## config.mk

```make
export PLATFORM = sky130hd
export DESIGN_NAME = lane_lamp_driver
export DESIGN_NICKNAME = d
export VERILOG_FILES = /design/src/rtl/lane_lamp_driver.sv
export SDC_FILE = /design/constraint.sdc
export NUM_CORES = 1
export LEC_CHECK = 0
export CAP_MARGIN = 20
export CORE_UTILIZATION = 46
export CTS_CLUSTER_SIZE = 16
export DETAILED_ROUTE_END_ITERATION = 8
export GPL_TIMING_DRIVEN = 0
export PLACE_DENSITY = 0.78
export RECOVER_POWER = 25
export SYNTH_ARGS = -nofsm -noshare
export SYNTH_HDL_FRONTEND = slang
export SYNTH_SLANG_ARGS = --single-unit
```

## constraint.sdc

```tcl
create_clock -name clk -period 1.75 [get_ports clk]
set_input_delay 0.35 -clock clk [delete_from_list [all_inputs] [get_ports clk]]
set_output_delay 0.35 -clock clk [all_outputs]
set_load 0.01 [all_outputs]
```

## src/rtl/lane_lamp_driver.sv

```systemverilog
// Lane lamp driver: turns WWSSEENN lane words into per-direction R/Y/G lamp drives.
// Every green change passes through yellow and an all-red clearance; illegal words latch a flashing-red fault.
module lane_lamp_driver #(
    parameter int YELLOW_CYCLES = 3,
    parameter int CLEAR_CYCLES  = 2,
    parameter int FLASH_PERIOD  = 4
) (
    input  logic        clk,
    input  logic        rst,
    input  logic [7:0]  laneCmd,
    input  logic        cmdValid,
    output logic [11:0] lamps,
    output logic [7:0]  currentLane,
    output logic        busy,
    output logic        fault
);

    // state     | meaning
    // ALL_RED   | idle, every direction red
    // GREEN_NS  | north/south green
    // GREEN_EW  | east/west green
    // YELLOW_NS | north/south yellow before clearance
    // YELLOW_EW | east/west yellow before clearance
    // CLEAR     | all-red clearance, then go to target
    // FAULT     | illegal word seen, flashing red until reset
    localparam logic [2:0] ST_ALL_RED   = 3'd0;
    localparam logic [2:0] ST_GREEN_NS  = 3'd1;
    localparam logic [2:0] ST_GREEN_EW  = 3'd2;
    localparam logic [2:0] ST_YELLOW_NS = 3'd3;
    localparam logic [2:0] ST_YELLOW_EW = 3'd4;
    localparam logic [2:0] ST_CLEAR     = 3'd5;
    localparam logic [2:0] ST_FAULT     = 3'd6;

    localparam logic [1:0] T_NONE = 2'd0;
    localparam logic [1:0] T_NS   = 2'd1;
    localparam logic [1:0] T_EW   = 2'd2;

    localparam logic [7:0] WORD_EW   = 8'b11001100;
    localparam logic [7:0] WORD_NS   = 8'b00110011;
    localparam logic [7:0] WORD_STOP = 8'b00000000;

    localparam logic [11:0] LAMPS_RED  = 12'b100100100100;
    localparam logic [11:0] LAMPS_G_NS = 12'b100001100001;
    localparam logic [11:0] LAMPS_G_EW = 12'b001100001100;
    localparam logic [11:0] LAMPS_Y_NS = 12'b100010100010;
    localparam logic [11:0] LAMPS_Y_EW = 12'b010100010100;

    localparam logic [7:0] YEL_LOAD   = 8'(YELLOW_CYCLES - 1);
    localparam logic [7:0] CLR_LOAD   = 8'(CLEAR_CYCLES - 1);
    localparam logic [7:0] FLASH_LOAD = 8'(FLASH_PERIOD - 1);

    logic [2:0]  state, state_d;
    logic [7:0]  cnt, cnt_d;
    logic [1:0]  target, target_d;
    logic        flash, flash_d;
    logic        cmd_legal;
    logic [1:0]  cmd_tgt;
    logic [11:0] lamps_d;
    logic [7:0]  lane_d;
    logic        busy_d, fault_d;

    always_comb begin
        cmd_legal = (laneCmd == WORD_EW) || (laneCmd == WORD_NS) || (laneCmd == WORD_STOP);
        cmd_tgt   = (laneCmd == WORD_EW) ? T_EW : (laneCmd == WORD_NS) ? T_NS : T_NONE;
    end

    // Phase timers are down-counters loaded with length-1 and advanced on terminal count zero.
    always_comb begin
        state_d  = state;
        cnt_d    = cnt;
        target_d = target;
        flash_d  = flash;
        if (state != ST_FAULT && cmdValid && !cmd_legal) begin
            state_d = ST_FAULT;
            cnt_d   = FLASH_LOAD;
            flash_d = 1'b0;
        end else begin
            case (state)
                ST_ALL_RED: begin
                    if (cmdValid && cmd_tgt == T_EW) state_d = ST_GREEN_EW;
                    else if (cmdValid && cmd_tgt == T_NS) state_d = ST_GREEN_NS;
                end
                ST_GREEN_NS: begin
                    if (cmdValid && cmd_tgt != T_NS) begin
                        target_d = cmd_tgt;
                        state_d  = ST_YELLOW_NS;
                        cnt_d    = YEL_LOAD;
                    end
                end
                ST_GREEN_EW: begin
                    if (cmdValid && cmd_tgt != T_EW) begin
                        target_d = cmd_tgt;
                        state_d  = ST_YELLOW_EW;
                        cnt_d    = YEL_LOAD;
                    end
                end
                ST_YELLOW_NS, ST_YELLOW_EW: begin
                    if (cmdValid) target_d = cmd_tgt;
                    if (cnt == 8'd0) begin
                        state_d = ST_CLEAR;
                        cnt_d   = CLR_LOAD;
                    end else begin
                        cnt_d = cnt - 8'd1;
                    end
                end
                ST_CLEAR: begin
                    // A command in the final clearance cycle steers this very transition.
                    if (cmdValid) target_d = cmd_tgt;
                    if (cnt == 8'd0) begin
                        cnt_d = 8'd0;
                        case (target_d)
                            T_NS:    state_d = ST_GREEN_NS;
                            T_EW:    state_d = ST_GREEN_EW;
                            default: state_d = ST_ALL_RED;
                        endcase
                    end else begin
                        cnt_d = cnt - 8'd1;
                    end
                end
                ST_FAULT: begin
                    if (cnt == 8'd0) begin
                        flash_d = ~flash;
                        cnt_d   = FLASH_LOAD;
                    end else begin
                        cnt_d = cnt - 8'd1;
                    end
                end
                default: state_d = ST_ALL_RED;
            endcase
        end
    end

    // Outputs are decoded from the next state so the registered lamps line up with the state.
    always_comb begin
        lamps_d = LAMPS_RED;
        lane_d  = 8'd0;
        busy_d  = 1'b0;
        fault_d = 1'b0;
        case (state_d)
            ST_GREEN_NS: begin
                lamps_d = LAMPS_G_NS;
                lane_d  = WORD_NS;
            end
            ST_GREEN_EW: begin
                lamps_d = LAMPS_G_EW;
                lane_d  = WORD_EW;
            end
            ST_YELLOW_NS: begin
                lamps_d = LAMPS_Y_NS;
                busy_d  = 1'b1;
            end
            ST_YELLOW_EW: begin
                lamps_d = LAMPS_Y_EW;
                busy_d  = 1'b1;
            end
            ST_CLEAR: busy_d = 1'b1;
            ST_FAULT: begin
                lamps_d = flash_d ? 12'd0 : LAMPS_RED;
                fault_d = 1'b1;
            end
            default: lamps_d = LAMPS_RED;
        endcase
    end

    always_ff @(posedge clk or posedge rst) begin
        if (rst) begin
            state       <= ST_ALL_RED;
            cnt         <= 8'd0;
            target      <= T_NONE;
            flash       <= 1'b0;
            lamps       <= LAMPS_RED;
            currentLane <= 8'd0;
            busy        <= 1'b0;
            fault       <= 1'b0;
        end else begin
            state       <= state_d;
            cnt         <= cnt_d;
            target      <= target_d;
            flash       <= flash_d;
            lamps       <= lamps_d;
            currentLane <= lane_d;
            busy        <= busy_d;
            fault       <= fault_d;
        end
    end

endmodule

```

After elaboration in Yosys (flattened, before gate mapping)
Cells that the tools add are included.

storage, ports and cells
  word-level logic and storage cells = 86
  bits of input ports = 11
  output and inout bits = 22
  register bits = 36

operators by class
  mux-type cells = 32
  equal/unequal tests = 25
  add/sub/neg operators = 1
  reduce and logical (&&, ||, !) cells = 18
  bitwise gates (word level) = 2

operators by type and width
  kind                   count
  $pmux W12 S5           1
  $mux W8                6
  $pmux W8 S5            1
  $mux W3                7
  $eq A3 B3 Y1 const B   6
  $pmux W3 S6            1
  $logic_not A8 Y1       2
  $pmux W8 S2            1
  $eq A3 B2 Y1 const B   4
  $mux W12               1
  $mux W2                6
  $ne A3 B3 Y1 const B   3
  $eq A8 B6 Y1 const B   1
  $eq A8 B8 Y1 const B   1
  $pmux W2 S4            1
  $sub A8 B1 Y8 const B  1
  $eq A3 B1 Y1 const B   2
  $logic_and A1 B1 Y1    6
  $mux W1                6
  $ne A2 B2 Y1 const B   3
  $reduce_bool A6 Y1     1
  $eq A2 B1 Y1 const B   2
  $eq A2 B2 Y1 const B   2
  $pmux W2 S2            1
  10 further kinds       12

Depth between registers and ports, before layout
Gate-level depths: netlist of the first run.

  depth after elaboration = 14
  mapped depth = 8
  depth with buffers taken out = 7

Least setup slack after synthesis of the first run
Ideal clock, no wire load.

  path type = reg2reg
  start point = reg cnt[0]
  end point = reg lamps[10]
  period minus slack after synthesis = 1.917 ns
  data required time = 1.661 ns
  cell stages (with the launch flop) = 9
  data arrival time = 1.828 ns
  path buffers = 1
  setup slack = -0.167 ns
  setup time = 0.089 ns
  cells stage by stage = dfrtp_1 -> inv_1 -> ha_1 -> nor3b_2 -> and2_1 -> buf_2 -> mux2i_1 -> nand4_1 -> nor3b_1

on the way
  longest elaborated chain between the ends = 6
  elaborated cells between the ends (all ways) = 11
  those cells by class = 5 x eq/ne; 5 x mux; 1 x reduce/logical

ends and longest elaborated chain
  what                                  RTL line  RTL
  start, declared                       53        logic [7:0] cnt, cnt_d;
  start signal, assigned                177       cnt <= cnt_d;
  $logic_not A8 Y1 (*)                  99, 109
  $mux W3, on equally long branches     109, 99
  $pmux W3 S6 (*)                       78        case (state)
  $mux W3 (*)                           73        if (state != ST_FAULT && cmdValid && !cmd_legal) begin
  via state_d[1]                        52        logic [2:0] state, state_d;
  $eq A3 B3 Y1 (tied with other cells)  139       case (state_d)
  $pmux W12 S5 (*)                      139
  via lamps_d[10]                       58        logic [11:0] lamps_d;
  end signal, assigned                  180       lamps <= lamps_d;
  end, declared                         12        output logic [11:0] lamps,

The timed path passes the listed nets; every way through them passes the cells marked *.
A chain may end at the register's enable or synchronous reset.

Final worst setup path of the first run
  start point = reg cnt[1]
  end point = reg lamps[10]

The elaborated chain is that of the path after synthesis.

==> results of run 1 <==
state kept, by name, summed over array words and instances, names as in the netlist:
name,count
busy,1
cnt,8
currentLane,2
fault,1
flash,1
lamps,6
state,3
target,2
cells in the final DEF (no fill, tap or decap), types with 4 or more instances in the layout:
| cell | n |
|---|---|
| buf_4 | 30 |
| dfrtp_1 | 19 |
| inv_1 | 14 |
| clkdlybuf4s50_1 | 12 |
| nand2_1 | 10 |
| dlymetal6s2s_1 | 8 |
| o21ai_0 | 6 |
| nor2_1 | 5 |
| buf_6 | 5 |
| a21oi_1 | 5 |
| dlygate4sd2_1 | 5 |
| a21oi_2 | 4 |
| nand3_1 | 4 |
kinds of logic (layout without fill, tap and decap cells):
kind of cell	after synthesis	after routing	synth area share (%)
AND/OR/NAND/NOR	62	63	24.55
AO/OA/AOI/OAI	41	41	19.83
buffers and inverters	33	86	11.96
flip-flops	24	24	37.92
XOR/XNOR	5	5	2.754
multiplexers	3	3	2.203
adder cells (fa/ha/maj)	1	1	0.7867
power breakdown:
part,internal (mW),switching (mW),total [mW]
logic,0.782,0.750,1.53
clock network,0.0890,0.163,0.252
registers,0.725,0.155,0.880
total,1.60,1.07,2.66
metrics by stage:
stage | hold WS (ns) | utilization, %
after floorplan | 0.3631 | -
after global placement | 0.5086 | 62.62
after detailed placement | 0.5133 | 62.62
after CTS | 0.5270 | 70.00
after global routing | 0.5241 | 75.52
final | 0.5475 | 75.52
critical path, stage by stage, from the launching register on:
cell	delay, ns
dfrtp_1	0.40
inv_1	0.06
ha_2	0.18
nor3b_4	0.20
and2_4	0.22
mux2i_4	0.25
nand4_1	0.14
buf_6	0.17
nor3b_2	0.14
cell type report:
cell class | instances | area (um^2) | area share [%]
plain buffers | 17 | 133.9 | 5.623
clock buffers | 4 | 26.28 | 1.104
inverters | 14 | 52.55 | 2.207
multi-input cells | 113 | 1040 | 43.67
flip-flops and latches | 24 | 606.8 | 25.49
well taps | 44 | 55.05 | 2.312
repair buffers | 51 | 466.7 | 19.60
worst min-delay path by stage:
stage / cells past startpoint / slack, ns / end
after floorplan: 1 / 0.36 / busy
after global placement: 1 / 0.51 / target[1]
after detailed placement: 1 / 0.51 / target[1]
after CTS: 3 / 0.53 / target[0]
after global routing: 3 / 0.52 / target[0]
final: 3 / 0.55 / target[0]
what timing repair did:
action,4_1_cts,5_1_grt
pin swaps,14,12
gates resized for setup,36,42
gates cloned,1,0
setup buffers,13,7
endpoints found under the setup margin,26,27
layer usage:
| metal | share of wire [%] | wire length (um) |
|---|---|---|
| met5 | 0 | 0 |
| met4 | 2.0 | 90 |
| met2 | 52 | 2320 |
| met3 | 5.8 | 260 |
| met1 | 41 | 1825 |
==> reports/results.txt, run 1 <==
Worst r2r path cells - 8
First-pass GRT wire length - 6568 um
Die Footprint - 3696 um^2
Final-report hold violation count - 0
Power Density - 1119 nW/um^2
Final cell count without fillers - 267
Top cells by count, synth - dfrtp_1 (22), inv_1 (14), buf_4 (13), nand2_1 (12), a21oi_1 (9)
Post-synth EDFFs - 0
Num CTS Buffers - 3
Gr busiest metal - met2
GRT Resource Usage Total - 23.56%
Status - finished, violations left
Worst Setup EP - lamps[10]
Routed WL per cell - 16.84 um
Max cap viols - 0
CORE AREA - 3153 um^2
R2r startpoint - cnt[1]
Layout cell share with drive strength beyond 1 - 43.05%
Unique masters post-synth - 55
CTS tree - built
Pre-antenna DRT Iters - 4
Die height - 60.80 um
Die X-Extent - 60.80 um
Row count - 20
Synthesized netlist cell count - 169
Hold Startpoint - cmdValid
Area Growth Syn to Fin - 49.72%
Initial antenna violation count - 0
CTS HTree Levels - 1
RSZ-0062 raised after global routing - true
Placer Congestion - 0.8383
Worst-Margin Slew - 0.8891 ns
Min Clock Period, post-route - 1.817 ns
Final Cycle Share - 103.8%
Clock tree buffer depth - 2
Number of global-route vias before repair - 1417
Initial Util - 50.44%
Flops & latches, synth - 24
Ant diodes - 0
Largest net degree at the start of global routing - 25
Ys Warns - 0
Top-count cell post-synth - dfrtp_1
PortBufs - 31
Post-synth top flop - dfrtp_1
Fin area - 2381 um^2
Met1 Track Usage GR - 29.75%
Max-slew headroom - 40.66%
R2R setup slack - -0.07 ns
Post-synth ARST share - 100.0%
Sink Count - 24
Routing usage on met3 - 1.279%
Synth Net Count - 181
DR iter-0 viols - 89
Register clock-pin slew on the reported worst setup and hold paths - 0.13 ns
Crit Path Category - flip-flop to flip-flop
FF-to-FF End - lamps[10]
DRC viols - 0
Clock Skew - 0.002813 ns
Synthesized area per cell - 9.410 um^2
Post-route ant nets - 0
Max Clk Rate - 0.5504 GHz
Startpoint types - flip-flop
Vias post-DR - 1579
Met2 GRT Util - 43.33%
Sequential-to-total area share from yosys stat - 37.92%
Routed wire length - 4496 um
I/O pins - 33
Final TNS setup - -0.3564 ns
Slew Limit Fails - 0
GRT overflow - 0
Req. time, crit path - 2.00 ns
Placed cells - 244
CTS Hold Bufs - 0
Final setup viols - 9
Fill count - 201
Crit path DAT - 2.06 ns
Largest fanout on the critical path - 5
Area contributors post-synth - dfrtp_1 (35%), buf_4 (6.1%), dfstp_2 (3.3%)
Mapped cell area - 1590 um^2
Synth top area share - 34.62%
Nets@finish - 236
CTS Root Cell - clkbuf_4
Area after DPL - 1974 um^2
Endpoint class of the critical path - flip-flop
Power, Total - 2.664 mW
Violated checks - setup timing
Detailed Place HPWL - 2700 um
Clock latency at the later pin of the worst-skew pair - 0.31 ns
Vias/cell - 5.914
Final WS setup - -0.06678 ns
Peak VDD IR - 0.5338 mV
Synth area leader - dfrtp_1
Leakage - 1.103 nW
Crit. Startpoint - cnt[1]
Setup WS pre-CTS - -0.6816 ns
Hold Crit Class - primary input to flip-flop
Note: power is estimated with default switching activity, not from simulation.
==> run 2: changes to the inputs <==
Settings changed: CAP_MARGIN 20 to 40.
==> run 2 against run 1 <==
Net effect:
- critical endpoint unchanged
- design area barely moved
- highest routed layer unchanged
- the flow still finishes with violations (setup timing)
- global-route usage up 1.2 points
- die area unchanged
- largest cell class unchanged
- core utilization is essentially flat
==> reports/results.txt, run 2 (synthesis gave the netlist of run 1 again) <==
DR iter-0 viols - 81 (-9.0%)
Sink Count - 24 (unchanged)
Register clock-pin slew on the reported worst setup and hold paths - 0.13 ns (about the same)
Worst Setup EP - lamps[10]
Leakage - 1.078 nW (-2.3%)
Placer Congestion - 0.8383 (unchanged)
Number of global-route vias before repair - 1454 (+2.6%)
Worst r2r path cells - 7 (-1)
FF-to-FF End - lamps[10]
Most common cell after layout, fill and taps aside - buf_4
Post-route ant nets - 0 (unchanged)
Most frequent cells in the layout - buf_4 (30), dfrtp_1 (18), clkdlybuf4s50_1 (12)
Vias post-DR - 1561 (-1.1%)
Power, Total - 2.743 mW (+2.9%)
Clock Skew - 0.003966 ns (+0.001154 ns)
Final setup viols - 11 (+2)
GRT Resource Usage Total - 24.71% (+1.2 points)
PortBufs - 31 (unchanged)
Clock latency at the later pin of the worst-skew pair - 0.31 ns (about the same)
Largest regs - cnt (8), lamps (6), state (3)
Power Density - 1152 nW/um^2 (+3.0%)
Final Cycle Share - 110.5% (+6.7 points)
Final-report hold violation count - 0 (unchanged)
Endpoint class of the critical path - flip-flop
Hold Crit Class - primary input to async pin
Layout cell share with drive strength beyond 1 - 43.95% (+0.90 points)
R2r startpoint - cnt[1]
Area Growth Syn to Fin - 49.65% (about the same)
Largest fanout on the critical path - 5 (unchanged)
GRT overflow - 0 (unchanged)
Status - finished, violations left
Row count - 20 (unchanged)
Register area - 608.1 um^2 (+0.21%)
Startpoint types - flip-flop
CTS HTree Levels - 1 (unchanged)
Fill count - 215 (+7.0%)
Peak VDD IR - 0.6111 mV (+14%)
CORE AREA - 3153 um^2 (unchanged)
Pre-antenna DRT Iters - 4 (unchanged)
Max Clk Rate - 0.5171 GHz (-6.1%)
Clock tree buffer depth - 2 (unchanged)
CTS Root Cell - clkbuf_4
Final TNS setup - -0.9877 ns (-0.6313 ns)
Max-slew headroom - 46.53% (+5.9 points)
CTS tree - built
Crit. Startpoint - cnt[1]
Ant diodes - 0 (unchanged)
Final WS setup - -0.1839 ns (-0.1171 ns)
Initial antenna violation count - 0 (unchanged)
Fin area - 2380 um^2 (about the same)
Max cap viols - 0 (unchanged)
Die X-Extent - 60.80 um (unchanged)
Die Footprint - 3696 um^2 (unchanged)
Detailed Place HPWL - 2759 um (+2.2%)
Min Clock Period, post-route - 1.934 ns (+0.1171 ns)
Setup WS pre-CTS - -0.6843 ns (-0.002736 ns)
Routed WL per cell - 16.79 um (-0.29%)
Routed wire length - 4483 um (-0.29%)
R2R setup slack - -0.18 ns (-0.12 ns)
Crit Path Category - flip-flop to flip-flop
RSZ-0062 raised after global routing - true
DRC viols - 0 (unchanged)
Min Hold Slack - 0.4256 ns (-0.1219 ns)
Largest net degree at the start of global routing - 17 (-32%)
I/O pins - 33 (unchanged)
Num CTS Buffers - 3 (unchanged)
First-pass GRT wire length - 6810 um (+3.7%)
Req. time, crit path - 1.98 ns (-0.02 ns)
Worst-Margin Slew - 0.8021 ns (-0.08703 ns)
Slew Limit Fails - 0 (unchanged)
Area of the multi-input gates - 1049 um^2 (+0.84%)
Crit path DAT - 2.17 ns (+0.11 ns)
Nets@finish - 236 (unchanged)
Initial Util - 50.44% (unchanged)
Vias/cell - 5.846 (-1.1%)
Violated checks - setup timing
Die height - 60.80 um (unchanged)
Most flops, register - cnt
Area after DPL - 1989 um^2 (+0.76%)
Max reg flops - 8 (unchanged)
==> run 2: changes by cell type in the layout (fill, tap and decap cells not counted), moves of 2 or more <==
cell,previous run,this run
a21oi_2,4,2
a21oi_4,0,2
buf_2,3,1
buf_6,5,3
clkbuf_2,2,6
dlygate4sd2_1,5,3
inv_1,14,11
inv_2,0,3
nand2_2,2,4
nand3_1,4,6
nand3_2,2,0
==> run 2: per-layer routing <==
| metal | vias up | share of wire (%) | global-route usage, % |
|---|---|---|---|
| met5 | - | 0 | 0 |
| li1 | 716 | - | - |
| met2 | 86 | 52 | 43.33 |
| met3 | 15 | 6.9 | 1.279 |
| met1 | 744 | 39 | 31.96 |
| met4 | 0 | 2.0 | 9.740 |
==> run 2: layout make-up <==
class	count	area share, %
multi-input cells	113	44.06
flip-flops and latches	24	25.55
repair buffers	51	18.98
plain buffers	17	5.783
well taps	44	2.313
inverters	14	2.208
clock buffers	4	1.104
==> run 2: critical path, stage by stage, from the launching register on <==
cell	delay (ns)
dfrtp_1	0.41
inv_2	0.07
ha_4	0.14
nor3b_4	0.20
and2_4	0.23
mux2i_4	0.25
nand4_1	0.29
nor3b_2	0.27
==> run 2: worst min path at each step <==
stage	end	cells after the start	slack, ns	startpoint
after floorplan	busy	1	0.36	rst
after global placement	target[1]	1	0.51	target[1]
after detailed placement	target[1]	1	0.51	target[1]
after CTS	cnt[6]	2	0.32	rst
after global routing	cnt[6]	2	0.46	rst
final	cnt[6]	2	0.43	rst
==> run 2: power breakdown <==
group / internal [mW] / leakage [nW] / total [mW] / switching, mW
registers: 0.727 / 0.297 / 0.882 / 0.155
clock network: 0.0890 / 0.0150 / 0.248 / 0.159
logic: 0.811 / 0.766 / 1.61 / 0.802
total: 1.63 / 1.08 / 2.74 / 1.12
==> run 2: repair_timing <==
item | in CTS | in global routing
pin swaps | 12 | 10
hold buffers | 0 | 0
buffers inserted | 12 | 7
endpoints found under the setup margin | 26 | 29
gates resized for setup | 37 | 49
cloned | 1 | 0
==> run 2: stage by stage <==
step	utilization [%]	std cells
floorplan	-	169
global placement	62.62	244
detailed placement	63.10	245
CTS	70.63	261
global route	75.48	267
finish	75.48	267
